`src/rtl/factorial_seq.sv`:
```
// Sequential n! / n!! engine, one multiply per cycle, valid/ready in and out.
// Ports: clk, rst_n, in_valid/in_ready/in_num/in_mode, out_valid/out_ready/out_fact/out_ovf, busy.
module factorial_seq #(
  parameter int WIDTH   = 32,
  parameter int N_WIDTH = 5
) (
  input  logic               clk,
  input  logic               rst_n,
  input  logic               in_valid,
  output logic               in_ready,
  input  logic [N_WIDTH-1:0] in_num,
  input  logic               in_mode,
  output logic               out_valid,
  input  logic               out_ready,
  output logic [WIDTH-1:0]   out_fact,
  output logic               out_ovf,
  output logic               busy
);

  typedef enum logic [1:0] {
    IDLE,
    CALC,
    DONE
  } state_t;

  localparam logic [N_WIDTH-1:0] ONE  = N_WIDTH'(1);
  localparam logic [WIDTH-1:0]   SAT  = {WIDTH{1'b1}};
  localparam logic [WIDTH-1:0]   W1   = WIDTH'(1);

  state_t               state;
  logic [WIDTH-1:0]     acc;
  logic [N_WIDTH-1:0]   cnt;
  logic [1:0]           step;
  logic                 ovf;

  logic [WIDTH+N_WIDTH-1:0] prod;
  logic [N_WIDTH-1:0]       step_n;
  logic                     ovf_nxt;
  logic                     last;

  assign prod    = {{N_WIDTH{1'b0}}, acc} * {{WIDTH{1'b0}}, cnt};
  assign ovf_nxt = ovf | (|prod[WIDTH+N_WIDTH-1:WIDTH]);
  assign step_n  = {{(N_WIDTH-2){1'b0}}, step};
  // Compared before decrement, so cnt never wraps.
  assign last    = cnt <= step_n + ONE;

  assign in_ready = state == IDLE;
  assign busy     = state != IDLE;

  always_ff @(posedge clk or negedge rst_n) begin
    if (!rst_n) begin
      state     <= IDLE;
      acc       <= '0;
      cnt       <= '0;
      step      <= 2'd1;
      ovf       <= 1'b0;
      out_valid <= 1'b0;
      out_fact  <= '0;
      out_ovf   <= 1'b0;
    end else begin
      unique case (1'b1)
        state == IDLE: begin
          if (in_valid) begin
            acc  <= W1;
            cnt  <= in_num;
            step <= in_mode ? 2'd2 : 2'd1;
            ovf  <= 1'b0;
            if (in_num <= ONE) begin
              state     <= DONE;
              out_fact  <= W1;
              out_ovf   <= 1'b0;
              out_valid <= 1'b1;
            end else begin
              state <= CALC;
            end
          end
        end
        state == CALC: begin
          acc <= prod[WIDTH-1:0];
          ovf <= ovf_nxt;
          cnt <= cnt - step_n;
          if (last) begin
            // Last product goes straight to the output register.
            state     <= DONE;
            out_fact  <= ovf_nxt ? SAT : prod[WIDTH-1:0];
            out_ovf   <= ovf_nxt;
            out_valid <= 1'b1;
          end
        end
        state == DONE: begin
          if (out_ready) begin
            state     <= IDLE;
            out_valid <= 1'b0;
          end
        end
        default: begin
          state <= IDLE;
        end
      endcase
    end
  end

endmodule

```
`config.mk`:
```
export PLATFORM = sky130hd
export DESIGN_NAME = factorial_seq
export DESIGN_NICKNAME = d
export VERILOG_FILES = /design/src/rtl/factorial_seq.sv
export SDC_FILE = /design/constraint.sdc
export NUM_CORES = 1
export LEC_CHECK = 0
export BUFFER_PORTS_ARGS = -buffer_cell sky130_fd_sc_hd__buf_2
export CAP_MARGIN = 0
export CORE_ASPECT_RATIO = 1.5
export CORE_MARGIN = 5
export CORE_UTILIZATION = 68
export DETAILED_ROUTE_END_ITERATION = 7
export GPL_ROUTABILITY_DRIVEN = 0
export GPL_TIMING_DRIVEN = 0
export HOLD_SLACK_MARGIN = 0.08
export PLACE_DENSITY = 0.91
export SYNTH_ARGS = -nofsm -noshare
export SYNTH_HDL_FRONTEND = slang
export SYNTH_SLANG_ARGS = --single-unit
```
`constraint.sdc`:
```
create_clock -name clk -period 8.4 [get_ports clk]
set_input_delay 0.42 -clock clk [delete_from_list [all_inputs] [get_ports clk]]
set_output_delay 0.42 -clock clk [all_outputs]
set_load 0.005 [all_outputs]
```
==> impl_metrics.yaml <==
synthesis:
  synth_top_area_frac: 0.223
  synthCells: 986
  yosysWarnings: 0
  synthAdderAreaFrac: 0.292
  netlist_top_cells_count: "inv_1 (136), and2_1 (123), nand2_1 (120), fa_1 (91), o21ai_0 (82)"
  ys_seq_elements: 76
  synth_cell_type_count: 61
  synth-async-reset-ratio: 1.00
  syn_nets: 1138
  yosys.cell_count.top_type: "inv_1"
  synth_edf_count: 0
  synthTopCellsByArea: "dfrtp_1 (22%), fa_1 (22%), and2_1 (9.1%), ha_1 (7.6%), inv_1 (6.1%)"
  synth_seq_area_share: 0.226
  synth_area_um2: 8420
  yosys.area_share.simple: 0.194
  syn-mean-instance-area_um2: 8.54
  synth_top_flop_cell: "dfrtp_1"
  synth-compound-area-share: 0.163
  synth_top_family_by_area: "adder cells"
  yosys.area.top_type: "dfrtp_1"
  synth_mux_area_frac: 0.00371
  synth_xor_area_frac: 0.0322
floorplanning:
  die-area_um2: 14800
  chipHeight_um: 146
  core_area_um2: 12100
  row_count: 49
  start_util: 0.697
  boundaryPins: 46
  fp.dieW_um: 101
clock_tree:
  post_cts_resize_count: 0
  clock_sinks: 76
  cts-root-buf: "clkbuf_16"
  worstSkewPairLatency_ps: 350
  clk_path_buf_depth: 2
  hold_buffers: 1
  numCtsBuffers: 9
  h-tree-depth: 3
  cts_tree: "built"
  clkTransAtPathRegs_ps: 60
  cts_setup_buffers: 0
status:
  outcome: "finished, violations left"
  violations: "DRC"
worst_setup_path:
  crit_required_ps: 8590
  crit_fanout: 10
  criticalPathCategory: "reg -> reg"
  setup.worst_path.start_class: "flop"
  crit_arrival_ps: 7040
  cp-end-kind: "flop"
timing:
  fmax_ghz: 0.146
  period_share: 0.815
  rsz0062_at_grt: "no"
  tns_ps: 0
  finalSetupViolCount: 0
  finalHoldViolCount: 0
  tightest_slew_ps: 1090
  maxSlewHeadroom: 0.269
  fin_skew_ps: 5.68
  finalCriticalPeriod_ps: 6840
  slew_viol_final: 0
route:
  ant_nets: 0
  routed_wl_mm: 26.1
  detail_route.iter0.violations: 975
  avgRoutedWirePerCell_um: 21.7
  dr.pass1.iters: 8
  vias: 7984
  drc: 2
  viasPerCell: 6.64
run:
  cap_violations: 0
grt:
  grt_pass1_wl_mm: 42.3
  grt_overflow: 0
  grt_pass1_vias: 8357
  grt_usage: 0.369
  antenna_found_initial: 1
  grt_start_max_net_pins: 57
placement:
  hpwl_mm: 19.3
  io_buffer_count: 45
cells_and_area:
  final_nets: 1196
  syn2layout_area_growth_pct: 8.77
  drive_gt1_frac: 0.0724
hold_path:
  min_path_type: "in -> reg"
-- layout by cell type (no fill, tap or decap), types with 5 or more instances in the layout --
master | synthesis | final
nand4_1 | 13 | 13
clkbuf_1 | 49 | 50
clkbuf_16 | 0 | 9
a31oi_1 | 34 | 34
fa_1 | 91 | 91
nand2_1 | 120 | 120
and2_1 | 123 | 123
o22a_1 | 5 | 5
nor3_1 | 11 | 11
o21bai_1 | 5 | 5
o21a_1 | 6 | 6
a211oi_1 | 6 | 6
o21ai_0 | 82 | 82
ha_1 | 51 | 51
nor2_1 | 32 | 32
buf_2 | 0 | 44
inv_1 | 136 | 136
xor2_1 | 20 | 20
xnor2_1 | 11 | 11
nor2b_1 | 5 | 5
a21oi_1 | 42 | 42
a21o_1 | 5 | 5
o211ai_1 | 6 | 6
dfrtp_1 | 75 | 75
-- layout make-up --
cell class | instances | area [µm²]
antenna | 1 | 2.50
buffer | 54 | 236
clock buffer | 11 | 243
clock inverter | 5 | 36.3
fill | 817 | 2920
inverter | 136 | 510
multi-input combinational | 720 | 5770
sequential | 76 | 1900
tap | 153 | 191
timing repair buffer | 47 | 265
-- stage by stage --
step / hold WS [ps] / utilization / area (µm²) / setup WS [ps] / instances
floorplan: 124 / - / 8420 / 3270 / 986
global placement: 500 / 0.732 / 8840 / 2020 / 1184
detailed placement: 326 / 0.734 / 8870 / 1950 / 1185
CTS: 232 / 0.758 / 9160 / 1830 / 1202
global route: 252 / 0.758 / 9160 / 1310 / 1203
finish: 228 / 0.758 / 9160 / 1560 / 1203
-- worst max-delay path, stage by stage (launching register included) --
cell	delay, ps
dfrtp_1	330
clkbuf_1	470
clkbuf_1	500
and2_1	240
fa_1	460
fa_1	580
inv_1	70
fa_1	540
inv_1	50
ha_1	420
o211ai_1	140
a21oi_1	480
o21ai_0	180
nand3_1	240
a31oi_4	170
o41ai_1	370
o211ai_1	200
a2111oi_4	870
buf_6	260
a31oi_1	100
-- state kept, by name, indices dropped and copies added (netlist names) --
register,flops
state,2
out_fact,32
ovf,1
acc,32
out_ovf,1
cnt,5
out_valid,1
step,2
-- per-layer routing --
| metal | global-route usage | wire (µm) | vias to the layer above |
|---|---|---|---|
| li1 | - | - | 3342 |
| met1 | 0.415 | 8060 | 3768 |
| met2 | 0.602 | 12500 | 628 |
| met3 | 0.0845 | 2810 | 246 |
| met4 | 0.271 | 2750 | 0 |
| met5 | 0 | 0 | - |
-- path summary, 6_finish.rpt --
check	startpoint	end	slack, ps	cells after the start
worst min register to register	step[0]$_DFFE_PN1P_	step[0]$_DFFE_PN1P_	560	2
worst min-delay path	in_mode	step[0]$_DFFE_PN1P_	230	2
min in group asynchronous	rst_n	acc[2]$_DFFE_PN0P_	500	2
worst max-delay path	cnt[3]$_DFFE_PN0P_	out_fact[19]$_DFFE_PN0P_	1560	19
max in group asynchronous	rst_n	step[0]$_DFFE_PN1P_	7280	3
worst max register to register	cnt[3]$_DFFE_PN0P_	out_fact[19]$_DFFE_PN0P_	1560	19
-- cell families after synthesis --
family / count (synthesis)
adder cells (fa/ha/maj): 142
AO/OA/AOI/OAI: 221
flip-flops: 76
buffers and inverters: 190
AND/OR/NAND/NOR: 323
XOR/XNOR: 31
multiplexers: 3
Power is left out: the tool's default activity adds up to more than one toggle a clock period on the data nets, which glitch-free logic cannot reach.
